### src/rtl/bcd_seq_conv.sv
// bcd_seq_conv
//   Multi-cycle signed binary to 6-digit BCD converter (shift-add-3 / double
//   dabble). It processes one magnitude bit per clock and feeds the 6-digit
//   seven-segment display driver.
// Ports
//   sys_clk  in   1      system clock, rising edge
//   sys_rst  in   1      asynchronous active-high reset
//   start    in   1      conversion request, sampled only in IDLE
//   din      in   IN_W   signed two's-complement value
//   busy     out  1      high from the accept edge until the end of DONE
//   done     out  1      one-cycle pulse when bcd/sign/ovf have just updated
//   bcd      out  24     {h_hun,t_tho,tho,hun,ten,unit}, 4 bits per digit
//   sign     out  1      result is negative
//   ovf      out  1      |din| > MAX_VAL, bcd saturated to 0x999999
module bcd_seq_conv #(
  parameter int BIN_W   = 20,
  parameter int IN_W    = 21,
  parameter int MAX_VAL = 999999
) (
  input  logic            sys_clk,
  input  logic            sys_rst,
  input  logic            start,
  input  logic [IN_W-1:0] din,
  output logic            busy,
  output logic            done,
  output logic [23:0]     bcd,
  output logic            sign,
  output logic            ovf
);

  localparam int CNT_W = $clog2(BIN_W);

  typedef enum logic [1:0] {
    S_IDLE  = 2'd0,
    S_LOAD  = 2'd1,
    S_SHIFT = 2'd2,
    S_DONE  = 2'd3
  } state_t;

  state_t r_state;
  state_t w_state_nxt;

  logic [IN_W-1:0]  r_din;
  logic [BIN_W-1:0] r_mag;
  logic [23:0]      r_work;
  logic [CNT_W-1:0] r_cnt;
  logic             r_sign_nxt;
  logic             r_ovf_nxt;
  logic             r_busy;
  logic             r_done;
  logic [23:0]      r_bcd;
  logic             r_sign;
  logic             r_ovf;

  logic             w_busy_nxt;
  logic             w_done_nxt;
  logic             w_last;
  logic [IN_W-1:0]  w_abs;
  logic             w_sat;
  logic [23:0]      w_work_corr;
  logic [23:0]      w_work_shift;
  logic [BIN_W-1:0] w_mag_shift;

  // Add 3 to every BCD nibble that is 5 or more, so the following left shift
  // carries correctly into the next decimal digit.
  function automatic logic [23:0] add3_nibbles(input logic [23:0] v);
    logic [23:0] r;
    logic [3:0]  nib;
    r = 24'd0;
    for (int i = 0; i < 6; i++) begin
      nib = v[4*i +: 4];
      if (nib >= 4'd5) begin
        r[4*i +: 4] = nib + 4'd3;
      end else begin
        r[4*i +: 4] = nib;
      end
    end
    return r;
  endfunction

  // Magnitude in the full input width so the most negative value does not wrap.
  assign w_abs = r_din[IN_W-1] ? (~r_din + {{(IN_W-1){1'b0}}, 1'b1}) : r_din;
  assign w_sat = (w_abs > IN_W'(MAX_VAL));

  // {work, mag} is shifted as one register: the top magnitude bit enters the unit nibble.
  assign w_work_corr  = add3_nibbles(r_work);
  assign w_work_shift = {w_work_corr[22:0], r_mag[BIN_W-1]};
  assign w_mag_shift  = {r_mag[BIN_W-2:0], 1'b0};
  assign w_last       = (r_cnt == CNT_W'(BIN_W - 1));

  // State register.
  always_ff @(posedge sys_clk or posedge sys_rst) begin
    if (sys_rst) begin
      r_state <= S_IDLE;
    end else begin
      r_state <= w_state_nxt;
    end
  end

  // Next-state logic.
  always_comb begin
    w_state_nxt = r_state;
    case (r_state)
      S_IDLE: begin
        if (start) begin
          w_state_nxt = S_LOAD;
        end else begin
          w_state_nxt = S_IDLE;
        end
      end
      S_LOAD: w_state_nxt = S_SHIFT;
      S_SHIFT: begin
        if (w_last) begin
          w_state_nxt = S_DONE;
        end else begin
          w_state_nxt = S_SHIFT;
        end
      end
      S_DONE:  w_state_nxt = S_IDLE;
      default: w_state_nxt = S_IDLE;
    endcase
  end

  // Next values of the busy/done flags, registered below.
  always_comb begin
    w_busy_nxt = 1'b0;
    w_done_nxt = 1'b0;
    case (r_state)
      S_IDLE: begin
        w_busy_nxt = start;
        w_done_nxt = 1'b0;
      end
      S_LOAD: begin
        w_busy_nxt = 1'b1;
        w_done_nxt = 1'b0;
      end
      S_SHIFT: begin
        w_busy_nxt = 1'b1;
        w_done_nxt = w_last;
      end
      S_DONE: begin
        w_busy_nxt = 1'b0;
        w_done_nxt = 1'b0;
      end
      default: begin
        w_busy_nxt = 1'b0;
        w_done_nxt = 1'b0;
      end
    endcase
  end

  // Registered status flags.
  always_ff @(posedge sys_clk or posedge sys_rst) begin
    if (sys_rst) begin
      r_busy <= 1'b0;
      r_done <= 1'b0;
    end else begin
      r_busy <= w_busy_nxt;
      r_done <= w_done_nxt;
    end
  end

  // Conversion datapath; results are published only on the final shift.
  always_ff @(posedge sys_clk or posedge sys_rst) begin
    if (sys_rst) begin
      r_din      <= {IN_W{1'b0}};
      r_mag      <= {BIN_W{1'b0}};
      r_work     <= 24'd0;
      r_cnt      <= {CNT_W{1'b0}};
      r_sign_nxt <= 1'b0;
      r_ovf_nxt  <= 1'b0;
      r_bcd      <= 24'd0;
      r_sign     <= 1'b0;
      r_ovf      <= 1'b0;
    end else begin
      case (r_state)
        S_IDLE: begin
          if (start) begin
            r_din <= din;
          end
        end
        S_LOAD: begin
          r_mag      <= w_sat ? BIN_W'(MAX_VAL) : w_abs[BIN_W-1:0];
          r_ovf_nxt  <= w_sat;
          r_sign_nxt <= r_din[IN_W-1];
          r_work     <= 24'd0;
          r_cnt      <= {CNT_W{1'b0}};
        end
        S_SHIFT: begin
          r_work <= w_work_shift;
          r_mag  <= w_mag_shift;
          r_cnt  <= r_cnt + {{(CNT_W-1){1'b0}}, 1'b1};
          if (w_last) begin
            r_bcd  <= w_work_shift;
            r_sign <= r_sign_nxt;
            r_ovf  <= r_ovf_nxt;
          end
        end
        S_DONE: begin
          r_cnt <= {CNT_W{1'b0}};
        end
        default: begin
          r_cnt <= {CNT_W{1'b0}};
        end
      endcase
    end
  end

  assign busy = r_busy;
  assign done = r_done;
  assign bcd  = r_bcd;
  assign sign = r_sign;
  assign ovf  = r_ovf;

endmodule

### config.mk
export PLATFORM = sky130hd
export DESIGN_NAME = bcd_seq_conv
export DESIGN_NICKNAME = d
export VERILOG_FILES = /design/src/rtl/bcd_seq_conv.sv
export SDC_FILE = /design/constraint.sdc
export NUM_CORES = 1
export LEC_CHECK = 0
export CORE_ASPECT_RATIO = 1.75
export CORE_MARGIN = 1
export CORE_UTILIZATION = 40
export CTS_CLUSTER_DIAMETER = 80
export DETAILED_ROUTE_END_ITERATION = 10
export PLACE_DENSITY = 0.62
export SYNTH_ARGS = -nofsm -noshare
export SYNTH_HDL_FRONTEND = slang
export SYNTH_SLANG_ARGS = --single-unit
### constraint.sdc
create_clock -name sys_clk -period 3.2 [get_ports sys_clk]
set_clock_uncertainty 0.1 [all_clocks]
set_input_delay 0.64 -clock sys_clk [delete_from_list [all_inputs] [get_ports sys_clk]]
set_output_delay 0.64 -clock sys_clk [all_outputs]
set_load 0.03 [all_outputs]
==> flow_summary_export.csv <==
group,metric,value,unit
placed_design,gp_congestion,0.8469,
power,power.leakage,2.568,nW
floorplan,fp.coreArea,12940,µm²
timing,setup_violations,0,
logic_synthesis,avgSynthCellArea,9.974,µm²
logic_synthesis,ys_ff_latch,102,
timing,min_period,2.924,ns
run_status,status,"finished clean",
global_routing,grt_pass1_vias,4019,
timing,final.period_utilization,91.38,%
setup_path,critPathMaxFanout,8,
global_routing,antenna_found_initial,0,
setup_path,ff2ff_path_depth,8,
setup_path,crit-reg2reg-launch,"r_din[2]",
clock_network,insertion_delay,0.35,ns
detailed_routing,drt_pass1_iterations,4,
power,irDropWorstVdd,429.6,µV
global_routing,gr-usage-all-layers,17.57,%
logic_synthesis,yosysSeqAreaShare,48.10,%
setup_path,required,3.38,ns
power,p_per_area,864.8,nW/µm²
global_routing,grt_pass1_wl,18.80,mm
logic_synthesis,synth_top_area_share,48.10,%
clock_network,numCtsBuffers,9,
clock_network,clk_path_buf_depth,2,
logic_synthesis,synth_common_cells,"102 x dfrtp_1, 60 x o21ai_0, 52 x nand2_1",
layout,fin_nets,620,
detailed_routing,detail-route-antenna-nets,0,
power,internal-power,3.368,mW
floorplan,die_w,89.07,µm
min_path,hold_start,"bcd[5]",
setup_path,crit_path_start,"r_din[2]",
logic_synthesis,yosys.area.top_type,"dfrtp_1",
timing,max_slew_margin,59.57,%
global_routing,grt_overflow,0,
layout,fillers,1265,
job,max-cap-violations,0,
floorplan,ios,52,
detailed_routing,first_iter_violations,150,
min_path,hold_depth,2,
setup_path,start_kind,"flop",
logic_synthesis,synth_flop_cell,"dfrtp_1",
timing,rsz0062_at_grt,"false",
logic_synthesis,synth_area,5306,µm²
floorplan,die_area,13750,µm²
power,clkPwrFrac,22.9,%
timing,tightest_slew,0.6058,ns
power,pwr-share-comb,39.8,%
logic_synthesis,synth_cell_types,57,
logic_synthesis,async_reset_ff_share,100.0,%
setup_path,crit_path_end_kind,"flop",
floorplan,initial_core_util,41.02,%
power,p_sw_share,38.56,%
logic_synthesis,synth.area.top_cells,"dfrtp_1 48%, mux2_2 6.4%, o21ai_0 5.7%, ha_1 4.7%, nand2_1 3.7%",
global_routing,grt_max_degree,103,
placed_design,dpl.hpwl,7.770,mm
setup_path,cp_data_arrival_time,3.10,ns
clock_network,cts_tree,"yes",
clock_network,htree_levels,3,
logic_synthesis,yosysWarnings,0,
power,power.total,5.482,mW
logic_synthesis,synth_most_common_cell,"dfrtp_1",
clock_network,clkSinkCount,102,
detailed_routing,wl,11.01,mm
detailed_routing,drc,0,
timing,finalHoldViolations,0,
timing,fin_setup_tns,0,ns
min_path,hold_class,"flop to flop",
timing,fmax,342.0,MHz
placed_design,portBuffers,51,
layout,diodes,0,
logic_synthesis,synth_fp_nets,576,
layout,area_growth,19.45,%
detailed_routing,wl_per_cell,14.64,µm
timing,drv_slew,0,
setup_path,path_class,"flop to flop",
detailed_routing,viasPerCell,5.340,
logic_synthesis,synthCells,532,
floorplan,num_rows,55,
power,switchingPower,2.114,mW
logic_synthesis,synth_edf_count,0,
clock_network,cts_resized,0,
clock_network,clkTransAtPathRegs,0.07,ns
clock_network,post_cts_buffers,0,
clock_network,root_buffer,"clkbuf_16",
detailed_routing,vias,4016,
layout,drive_above_1_share,12.22,%
floorplan,die_h,154.4,µm
clock_network,ctsHoldBuffers,0,
power,seq_power_share,37.3,%
power by group through the flow:
stage          clock network [mW]  logic [mW]  registers (mW)
2_1_floorplan                   0        1.80            1.90
3_3_place_gp                    0        2.15            2.05
3_5_place_dp                    0        2.20            2.06
4_1_cts                      1.28        2.21            2.04
5_1_grt                      1.33        2.45            2.11
6_report                     1.25        2.18            2.04
per-stage QoR:
stage | utilization, % | setup slack, ns | instance area (µm²) | hold WS [ns] | std cells
floorplan | - | 0.4513 | 5310 | 0.3530 | 532
global placement | 46.37 | 0.3293 | 6000 | 0.3613 | 736
detailed placement | 46.37 | 0.2686 | 6000 | 0.3696 | 736
CTS | 48.99 | 0.2652 | 6339 | 0.3852 | 752
global route | 48.99 | 0.003165 | 6339 | 0.4074 | 752
finish | 48.99 | 0.2758 | 6339 | 0.3787 | 752
layout by cell type (no fill, tap or decap), types with 2 or more instances in the layout:
| cell | netlist | routed |
|---|---|---|
| o22ai_1 | 13 | 13 |
| a21oi_1 | 27 | 27 |
| buf_4 | 6 | 11 |
| ha_1 | 20 | 20 |
| bufinv_16 | 0 | 3 |
| nand3b_1 | 2 | 2 |
| a31o_2 | 3 | 3 |
| a31oi_1 | 6 | 6 |
| or4_1 | 3 | 3 |
| o31ai_1 | 2 | 2 |
| nand3_1 | 9 | 9 |
| clkinvlp_4 | 0 | 2 |
| nor4_1 | 2 | 2 |
| inv_1 | 26 | 25 |
| mux2_2 | 30 | 30 |
| nor3b_1 | 12 | 12 |
| nor2b_1 | 3 | 3 |
| mux2i_1 | 3 | 3 |
| xnor2_1 | 17 | 17 |
| or3_1 | 6 | 6 |
| o21ai_0 | 60 | 60 |
| o221ai_1 | 2 | 2 |
| nor2_1 | 26 | 26 |
| clkbuf_1 | 20 | 2 |
| o2bb2ai_1 | 7 | 7 |
| nand4b_1 | 4 | 4 |
| a221o_1 | 5 | 5 |
| nand2b_1 | 8 | 8 |
| clkbuf_16 | 0 | 9 |
| nor3_1 | 18 | 18 |
| dfrtp_1 | 102 | 102 |
| xor2_1 | 9 | 9 |
| or2_2 | 2 | 2 |
| nand2_1 | 52 | 52 |
| clkdlybuf4s50_1 | 0 | 51 |
logic make-up after synthesis:
group | synth area share [%]
AO/OA/AOI/OAI | 15.89
XOR/XNOR | 4.291
adder cells (fa/ha/maj) | 4.716
buffers and inverters | 4.503
flip-flops | 48.10
multiplexers | 6.932
AND/OR/NAND/NOR | 15.56
worst max-delay path, stage by stage, from the launching register on:
cell,delay [ns]
dfrtp_1,0.47
nor4_4,0.40
nand4b_1,0.20
a221o_1,0.38
a221o_1,0.36
o31ai_2,0.26
a21oi_2,0.14
nor3_4,0.35
a221o_1,0.21
final timing paths:
| kind | endpoint | slack, ns |
|---|---|---|
| max reg2reg | r_mag[11] | 0.28 |
| min reg2reg | bcd[5] | 0.38 |
| max | r_mag[11] | 0.28 |
| min in group asynchronous | r_work[6] | 0.67 |
| max in group asynchronous | r_din[1] | 1.87 |
| min | bcd[5] | 0.38 |
state kept, by name (all words and copies together) (netlist names):
register and cells:
bcd 24, r_work 24, r_din 21, r_mag 20, r_cnt 5, r_state 2, busy 1, done 1
ovf 1, r_ovf_nxt 1, r_sign_nxt 1, sign 1
area by class of cell:
class | count | area (µm²) | share of cell area (%)
clock buffers | 11 | 232.7 | 3.672
flip-flops and latches | 102 | 2552 | 40.27
well taps | 171 | 214.0 | 3.375
repair buffers | 63 | 613.1 | 9.672
multi-input cells | 373 | 2515 | 39.68
clock inverters | 5 | 106.4 | 1.678
inverters | 27 | 105.1 | 1.658
metal layers:
layer | global-route usage [%] | vias to the layer above | routed length [µm]
met2 | 32.23 | 71 | 5908
met4 | 7.256 | 0 | 265
met5 | 0 | - | 0
li1 | - | 1972 | -
met3 | 2.668 | 18 | 352
met1 | 19.62 | 1955 | 4478
(Power assumes the default switching activity.)
